## src/rtl/mult_pkg.sv

```systemverilog
// Shared types and helpers for the multi-cycle element-wise multiply sequencer.
package mult_pkg;

  typedef enum logic [1:0] {
    SEW8    = 2'b00,
    SEW16   = 2'b01,
    SEW32   = 2'b10,
    SEW_ILL = 2'b11
  } sew_e;

  typedef enum logic [1:0] {
    IDLE = 2'b00,
    BUSY = 2'b01,
    DONE = 2'b10
  } seq_state_e;

  // Partial-product steps per element width
  localparam int N8  = 2;
  localparam int N16 = 4;
  localparam int N32 = 16;

  // Byte-position shift of an 8x8 product: A byte a times B byte b lands at 8*(a+b)
  function automatic logic [5:0] sh(input logic [1:0] a, input logic [1:0] b);
    return {3'(a) + 3'(b), 3'b000};
  endfunction

  // Final step index for a SEW; illegal SEW takes a single dummy step
  function automatic logic [3:0] last_step(input sew_e s);
    case (s)
      SEW8:    return 4'(N8 - 1);
      SEW16:   return 4'(N16 - 1);
      SEW32:   return 4'(N32 - 1);
      default: return 4'd0;
    endcase
  endfunction

endpackage

```

## src/rtl/mult_sequencer_if.sv

```systemverilog
// Request/response handshake between issue logic and the multiply sequencer.
interface mult_sequencer_if #(parameter int DATA_W = 32);
  logic              in_valid;
  logic              in_ready;
  logic [DATA_W-1:0] in_a;
  logic [DATA_W-1:0] in_b;
  logic [1:0]        in_sew;
  logic              out_valid;
  logic              out_ready;
  logic [DATA_W-1:0] out_result;
  logic              out_err;

  modport master (
    output in_valid, in_a, in_b, in_sew, out_ready,
    input  in_ready, out_valid, out_result, out_err
  );

  modport slave (
    input  in_valid, in_a, in_b, in_sew, out_ready,
    output in_ready, out_valid, out_result, out_err
  );
endinterface

```

## src/rtl/mult_accum.sv

```systemverilog
// SEW-aware shift-add accumulator; lanes are segmented so carries never cross elements.
module mult_accum
  import mult_pkg::*;
#(
  parameter int DATA_W = 32,
  parameter int PROD_W = 16
) (
  input  logic              clk,
  input  logic              rst_n,
  input  logic              clear,
  input  logic              enable,
  input  logic [3:0]        k,
  input  sew_e              sew,
  input  logic [PROD_W-1:0] mult1_p,
  input  logic [PROD_W-1:0] mult2_p,
  output logic [DATA_W-1:0] result   // accumulator value after the current step
);

  logic [DATA_W-1:0] acc_q, acc_d;
  logic [5:0]        s;
  logic [PROD_W-1:0] p1_lane, p2_lane;
  logic [DATA_W-1:0] p1_wide;

  // Shifted partial products; 16-bit lanes truncate naturally at the lane width
  always_comb begin
    s       = (sew == SEW32) ? sh(k[1:0], k[3:2]) : sh({1'b0, k[0]}, {1'b0, k[1]});
    p1_lane = mult1_p << s;
    p2_lane = mult2_p << s;
    p1_wide = DATA_W'(mult1_p) << s;
  end

  // Next accumulator value per element width
  always_comb begin
    acc_d = acc_q;
    if (clear) begin
      acc_d = '0;
    end else if (enable) begin
      case (sew)
        SEW8: begin
          // byte lanes are written, not summed: one product per byte
          if (!k[0]) begin
            acc_d[7:0]   = mult1_p[7:0];
            acc_d[23:16] = mult2_p[7:0];
          end else begin
            acc_d[15:8]  = mult1_p[7:0];
            acc_d[31:24] = mult2_p[7:0];
          end
        end
        SEW16: begin
          acc_d[15:0]  = acc_q[15:0]  + p1_lane;
          acc_d[31:16] = acc_q[31:16] + p2_lane;
        end
        SEW32:   acc_d = acc_q + p1_wide;
        default: acc_d = '0;
      endcase
    end
  end

  // Accumulator register
  always_ff @(posedge clk or negedge rst_n) begin
    if (!rst_n) acc_q <= '0;
    else        acc_q <= acc_d;
  end

  assign result = acc_d;

endmodule

```

## src/rtl/mult_sequencer.sv

```systemverilog
// Sequences the shared 8x8 multiplier pair through an element-wise 32-bit multiply.
module mult_sequencer
  import mult_pkg::*;
#(
  parameter int DATA_W = 32,
  parameter int PROD_W = 16
) (
  input  logic              clk,
  input  logic              reset,      // async, active low
  mult_sequencer_if.slave   bus,
  input  logic              flush,
  output logic [DATA_W-1:0] op_a,
  output logic [DATA_W-1:0] op_b,
  output logic [1:0]        sew_o,
  output logic [1:0]        count_16bit,
  output logic [3:0]        count_32bit,
  input  logic [PROD_W-1:0] mult1_p,
  input  logic [PROD_W-1:0] mult2_p,
  output logic              busy
);

  seq_state_e        state_q, state_d;
  logic [3:0]        k_q, k_d;
  logic [DATA_W-1:0] op_a_q, op_a_d, op_b_q, op_b_d;
  sew_e              sew_q, sew_d;
  logic [DATA_W-1:0] res_q, res_d;
  logic              err_q, err_d;
  logic              acc_clear, acc_en;
  logic [DATA_W-1:0] acc_sum;

  mult_accum #(.DATA_W(DATA_W), .PROD_W(PROD_W)) u_accum (
    .clk     (clk),
    .rst_n   (reset),
    .clear   (acc_clear),
    .enable  (acc_en),
    .k       (k_q),
    .sew     (sew_q),
    .mult1_p (mult1_p),
    .mult2_p (mult2_p),
    .result  (acc_sum)
  );

  // Next state, step counter, operand latch and result capture; flush overrides everything
  always_comb begin
    state_d   = state_q;
    k_d       = k_q;
    op_a_d    = op_a_q;
    op_b_d    = op_b_q;
    sew_d     = sew_q;
    res_d     = res_q;
    err_d     = err_q;
    acc_clear = 1'b0;
    acc_en    = 1'b0;
    case (state_q)
      IDLE: begin
        if (bus.in_valid) begin
          op_a_d    = bus.in_a;
          op_b_d    = bus.in_b;
          sew_d     = sew_e'(bus.in_sew);
          k_d       = '0;
          acc_clear = 1'b1;
          state_d   = BUSY;
        end
      end
      BUSY: begin
        acc_en = 1'b1;
        if (k_q == last_step(sew_q)) begin
          res_d   = (sew_q == SEW_ILL) ? '0 : acc_sum;
          err_d   = (sew_q == SEW_ILL);
          k_d     = '0;
          state_d = DONE;
        end else begin
          k_d = k_q + 4'd1;
        end
      end
      DONE: begin
        if (bus.out_ready) state_d = IDLE;
      end
      default: state_d = IDLE;
    endcase
    if (flush) begin
      state_d   = IDLE;
      k_d       = '0;
      op_a_d    = op_a_q;
      op_b_d    = op_b_q;
      sew_d     = sew_q;
      res_d     = res_q;
      err_d     = err_q;
      acc_clear = 1'b0;
      acc_en    = 1'b0;
    end
  end

  // Sequencer registers
  always_ff @(posedge clk or negedge reset) begin
    if (!reset) begin
      state_q <= IDLE;
      k_q     <= '0;
      op_a_q  <= '0;
      op_b_q  <= '0;
      sew_q   <= SEW8;
      res_q   <= '0;
      err_q   <= 1'b0;
    end else begin
      state_q <= state_d;
      k_q     <= k_d;
      op_a_q  <= op_a_d;
      op_b_q  <= op_b_d;
      sew_q   <= sew_d;
      res_q   <= res_d;
      err_q   <= err_d;
    end
  end

  // Operand mux selects follow k only while stepping
  always_comb begin
    count_16bit = '0;
    count_32bit = '0;
    if (state_q == BUSY) begin
      case (sew_q)
        SEW8:    count_16bit = {1'b0, k_q[0]};
        SEW16:   count_16bit = k_q[1:0];
        SEW32:   count_32bit = k_q;
        default: ;
      endcase
    end
  end

  assign op_a           = op_a_q;
  assign op_b           = op_b_q;
  assign sew_o          = sew_q;
  assign bus.in_ready   = (state_q == IDLE);
  assign bus.out_valid  = (state_q == DONE);
  assign bus.out_result = res_q;
  assign bus.out_err    = err_q;
  assign busy           = (state_q != IDLE);

endmodule

```

## src/flat_wrapper.sv

```systemverilog
// flat-port wrapper written by rule: the top's interface ports become plain ports
module mult_sequencer_flat import mult_pkg::*;
#(
  parameter int DATA_W = 32,
  parameter int PROD_W = 16
)
  (clk, reset, flush, op_a, op_b, sew_o, count_16bit, count_32bit, mult1_p, mult2_p, busy, bus_in_valid, bus_in_a, bus_in_b, bus_in_sew, bus_out_ready, bus_in_ready, bus_out_valid, bus_out_result, bus_out_err);
  mult_sequencer_if #(.DATA_W(DATA_W)) bus_i ();
  input  logic clk;
  input  logic reset;
  input  logic flush;
  output logic [DATA_W-1:0] op_a;
  output logic [DATA_W-1:0] op_b;
  output logic [1:0] sew_o;
  output logic [1:0] count_16bit;
  output logic [3:0] count_32bit;
  input  logic [PROD_W-1:0] mult1_p;
  input  logic [PROD_W-1:0] mult2_p;
  output logic busy;
  input wire logic [$bits(bus_i.in_valid)-1:0] bus_in_valid;
  input wire logic [$bits(bus_i.in_a)-1:0] bus_in_a;
  input wire logic [$bits(bus_i.in_b)-1:0] bus_in_b;
  input wire logic [$bits(bus_i.in_sew)-1:0] bus_in_sew;
  input wire logic [$bits(bus_i.out_ready)-1:0] bus_out_ready;
  output wire logic [$bits(bus_i.in_ready)-1:0] bus_in_ready;
  output wire logic [$bits(bus_i.out_valid)-1:0] bus_out_valid;
  output wire logic [$bits(bus_i.out_result)-1:0] bus_out_result;
  output wire logic [$bits(bus_i.out_err)-1:0] bus_out_err;
  assign bus_i.in_valid = bus_in_valid;
  assign bus_i.in_a = bus_in_a;
  assign bus_i.in_b = bus_in_b;
  assign bus_i.in_sew = bus_in_sew;
  assign bus_i.out_ready = bus_out_ready;
  assign bus_in_ready = bus_i.in_ready;
  assign bus_out_valid = bus_i.out_valid;
  assign bus_out_result = bus_i.out_result;
  assign bus_out_err = bus_i.out_err;
  mult_sequencer #(.DATA_W(DATA_W), .PROD_W(PROD_W)) u_core (.clk(clk), .reset(reset), .bus(bus_i), .flush(flush), .op_a(op_a), .op_b(op_b), .sew_o(sew_o), .count_16bit(count_16bit), .count_32bit(count_32bit), .mult1_p(mult1_p), .mult2_p(mult2_p), .busy(busy));
endmodule
```

## config.mk

```make
export PLATFORM = sky130hd
export DESIGN_NAME = mult_sequencer_flat
export DESIGN_NICKNAME = d
export VERILOG_FILES = /design/src/rtl/mult_pkg.sv /design/src/rtl/mult_sequencer_if.sv /design/src/rtl/mult_accum.sv /design/src/rtl/mult_sequencer.sv /design/src/flat_wrapper.sv
export SDC_FILE = /design/constraint.sdc
export NUM_CORES = 1
export LEC_CHECK = 0
export ABC_AREA = 1
export CORE_MARGIN = 3
export CORE_UTILIZATION = 70
export DETAILED_ROUTE_END_ITERATION = 8
export DONT_BUFFER_PORTS = 1
export PLACE_DENSITY = 0.86
export SLEW_MARGIN = 15
export SYNTH_ARGS = -nofsm -noshare
export SYNTH_HDL_FRONTEND = slang
export SYNTH_SLANG_ARGS = --single-unit
```

## constraint.sdc

```tcl
create_clock -name clk -period 8.1 [get_ports clk]
set_input_delay 2.025 -clock clk [delete_from_list [all_inputs] [get_ports clk]]
set_output_delay 2.025 -clock clk [all_outputs]
set_load 0.02 [all_outputs]
```

==> results.yml <==
worst_setup_path:
  critPathMaxFanout: 49
  crit_path_start: "u_core.k_q[0]"
  end_kind: "flip-flop"
  regToRegEndpoint: "u_core.bus.out_result[10]"
  startpoint_type: "flip-flop"
  endpoint: "u_core.bus.out_result[10]"
  crit_arrival_ps: 5460
  worst-r2r-setup-slack_ps: 3000
  reg2regPathDepth: 23
  path_class: "flip-flop to flip-flop"
  rr_startpoint: "u_core.k_q[0]"
  cp.required_ps: 8460
outcome:
  status: "completed"
routing:
  firstDrtPassIters: 7
  drc: 0
  vias_per_cell: 6.349
  via_count: 12410
  routed_wl_mm: 40.89
  wl_per_cell_um: 20.93
  drt_iter0_drc: 1872
  final_antenna_net_count: 0
floorplanning:
  dieHeight_um: 131.8
  dieArea_um2: 17380
  die_w_um: 131.8
  row_count: 45
  core_um2: 15370
  start_util_pct: 72.12
  ioPinCount: 211
synthesis:
  synth.top_cells.by_count: "nand2_1 (673), inv_1 (189), nor2_1 (157), dfrtp_1 (137), a21oi_1 (125)"
  postSynthCellCount: 1763
  synth_flop_cell: "dfrtp_1"
  synth_area_leaders: "dfrtp_1 (31%), nand2_1 (23%), ha_1 (7.9%)"
  yosysMostFrequentCell: "nand2_1"
  synth_warnings: 0
  ys_seq_area_share_pct: 30.93
  synth_edf_count: 0
  syn-num-nets: 1940
  synthArstFlopShare_pct: 100.0
  ys_seq_elements: 137
  syn_avg_cell_area_um2: 6.288
  netlist-cell-type-count: 45
  yosysTopAreaCellShare_pct: 30.93
  netlist_area_um2: 11090
  yosysTopAreaCell: "dfrtp_1"
clock_tree:
  clk-insertion-delay-late_ps: 440
  postCtsResizedCells: 0
  numCtsBuffers: 17
  h-tree-depth: 4
  cts.sinks: 137
  cts_setup_buffers: 0
  clk_pin_slew_ps: 70
  cts_tree: "built"
  clk_path_buf_depth: 2
  cts_root_buf: "clkbuf_16"
  cts_hold_buf: 0
sta:
  skew_ps: 11.18
  setup_viol_count_final: 0
  final-max-slew-violation-count: 0
  min_period_over_period_pct: 62.94
  layout_min_cycle_time_ps: 5099
  worstMarginPinSlew_ps: 854.9
  finalHoldViolCount: 0
  slew_headroom_pct: 42.66
  fin_setup_tns_ps: 0
  grt_setup_unrepaired: "false"
  fmax_mhz: 196.1
global_route:
  gr-total-overflow: 0
  antenna_found_initial: 0
  grt_usage_pct: 46.14
  grt_max_degree: 138
  grt_pass1_vias: 11850
  grt_pass1_wl_mm: 63.40
power_and_ir_drop:
  power_density_nw_per_um2: 488.2
  p_leak_nw: 6.604
  p_sw_share_pct: 56.52
  intPower_mw: 2.491
  switching_power_mw: 3.238
  p_total_mw: 5.728
  pwr-share-clk_pct: 14.3
  seqPwrFrac_pct: 26.6
  p_comb_share_pct: 59.2
  ir_drop_mv: 0.2876
placement:
  placed_area_um2: 11130
  gp_congestion: 1.161
  portBuffers: 0
  dpl.hpwl_mm: 29.31
layout:
  design_area_um2: 11730
  final_nets: 1907
  n_antenna_cell: 0
  drive_gt1_share_pct: 3.844
  area_growth_pct: 5.847
hold_path:
  hold_path.class: "flip-flop to flip-flop"
flow_run:
  cap_violations: 0
==> registers in the layout, indices dropped and copies added (netlist names) <==
register	flops
u_core.bus.out_err	1
u_core.bus.out_result	32
u_core.k_q	4
u_core.op_a	32
u_core.op_b	32
u_core.sew_o	2
u_core.state_q	2
u_core.u_accum.acc_q	32
==> layout by cell type (no fill, tap or decap), types with 7 or more instances in the layout <==
master	synthesis	layout
a21oi_1	125	125
a22oi_1	7	7
clkbuf_16	0	17
dfrtp_1	137	137
ha_1	70	70
inv_1	189	188
inv_2	12	13
nand2_1	673	673
nand3_1	105	105
nand3b_1	26	26
nor2_1	157	157
nor3_1	14	14
o21ai_0	115	115
==> worst max-delay path, stage by stage (launching register included) <==
cell and delay, ps:
dfrtp_1 360, buf_4 480, ha_1 230, inv_1 50, fa_1 550, nand2_2 80, o21ai_4 180, and2_1 540
clkinv_1 390, nor2_1 210, ha_1 270, fa_1 240, nand3_1 80, nand3_1 180, nand3_1 100, nand2_1 140
nand2_1 100, nand3b_1 90, nand3_1 70, nand3_1 90, nand2_1 70, a21oi_1 300, nand2_1 100, nand2_1 120
==> per-stage QoR <==
step           utilization [%]  hold WS (ps)  cells  setup WS (ps)
2_1_floorplan                -         493.7   1763           4190
3_3_place_gp             72.42         526.9   1922           3430
3_5_place_dp             72.42         581.2   1922           3335
4_1_cts                  76.34         587.7   1954           3247
5_1_grt                  76.34         630.1   1954           2705
6_report                 76.34         589.6   1954           3002
==> power by group through the flow <==
stage | clock [mW] | sequential, mW | combinational [mW]
2_1_floorplan | 0 | 1.34 | 2.45
3_3_place_gp | 0 | 1.48 | 3.08
3_5_place_dp | 0 | 1.49 | 3.18
4_1_cts | 0.807 | 1.49 | 3.25
5_1_grt | 0.841 | 1.53 | 3.76
6_report | 0.817 | 1.52 | 3.39
==> area by class of cell <==
type	count	area, um^2
multi-input combinational	1364	6629
fill	1157	3637
sequential	137	3428
inverter	204	765.7
clock buffer	20	436.7
tap	211	264.0
clock inverter	12	165.2
timing repair buffer	6	45.04
==> kinds of logic after synthesis <==
kind of cell             count (synthesis)  share of synthesized area, %
AND/OR/NAND/NOR                       1007                         37.34
AO/OA/AOI/OAI                          278                         13.44
buffers and inverters                  262                         9.278
flip-flops                             137                         30.93
adder cells (fa/ha/maj)                 74                         8.623
XOR/XNOR                                 5                        0.3950
==> per-layer routing <==
metal	part of all wire (%)	vias to the layer above	track usage, %	wire, um
li1	-	5557	-	-
met1	35	5593	57.08	14370
met2	43	1054	72.21	17770
met3	16	201	16.56	6342
met4	5.9	0	22.29	2410
met5	0	-	0	0
==> how the worst min path moves through the flow <==
stage          slack [ps]                end  depth (start not counted)              start
3_3_place_gp          530  u_core.state_q[1]                          1  u_core.state_q[0]
4_1_cts               590  u_core.state_q[1]                          1  u_core.state_q[0]
5_1_grt               630  u_core.state_q[1]                          1  u_core.state_q[0]
3_5_place_dp          580  u_core.state_q[1]                          1  u_core.state_q[0]
6_report              590  u_core.state_q[1]                          1  u_core.state_q[0]
2_1_floorplan         490  u_core.state_q[1]                          1  u_core.state_q[0]
No activity file was read; power rests on OpenSTA's default activity.
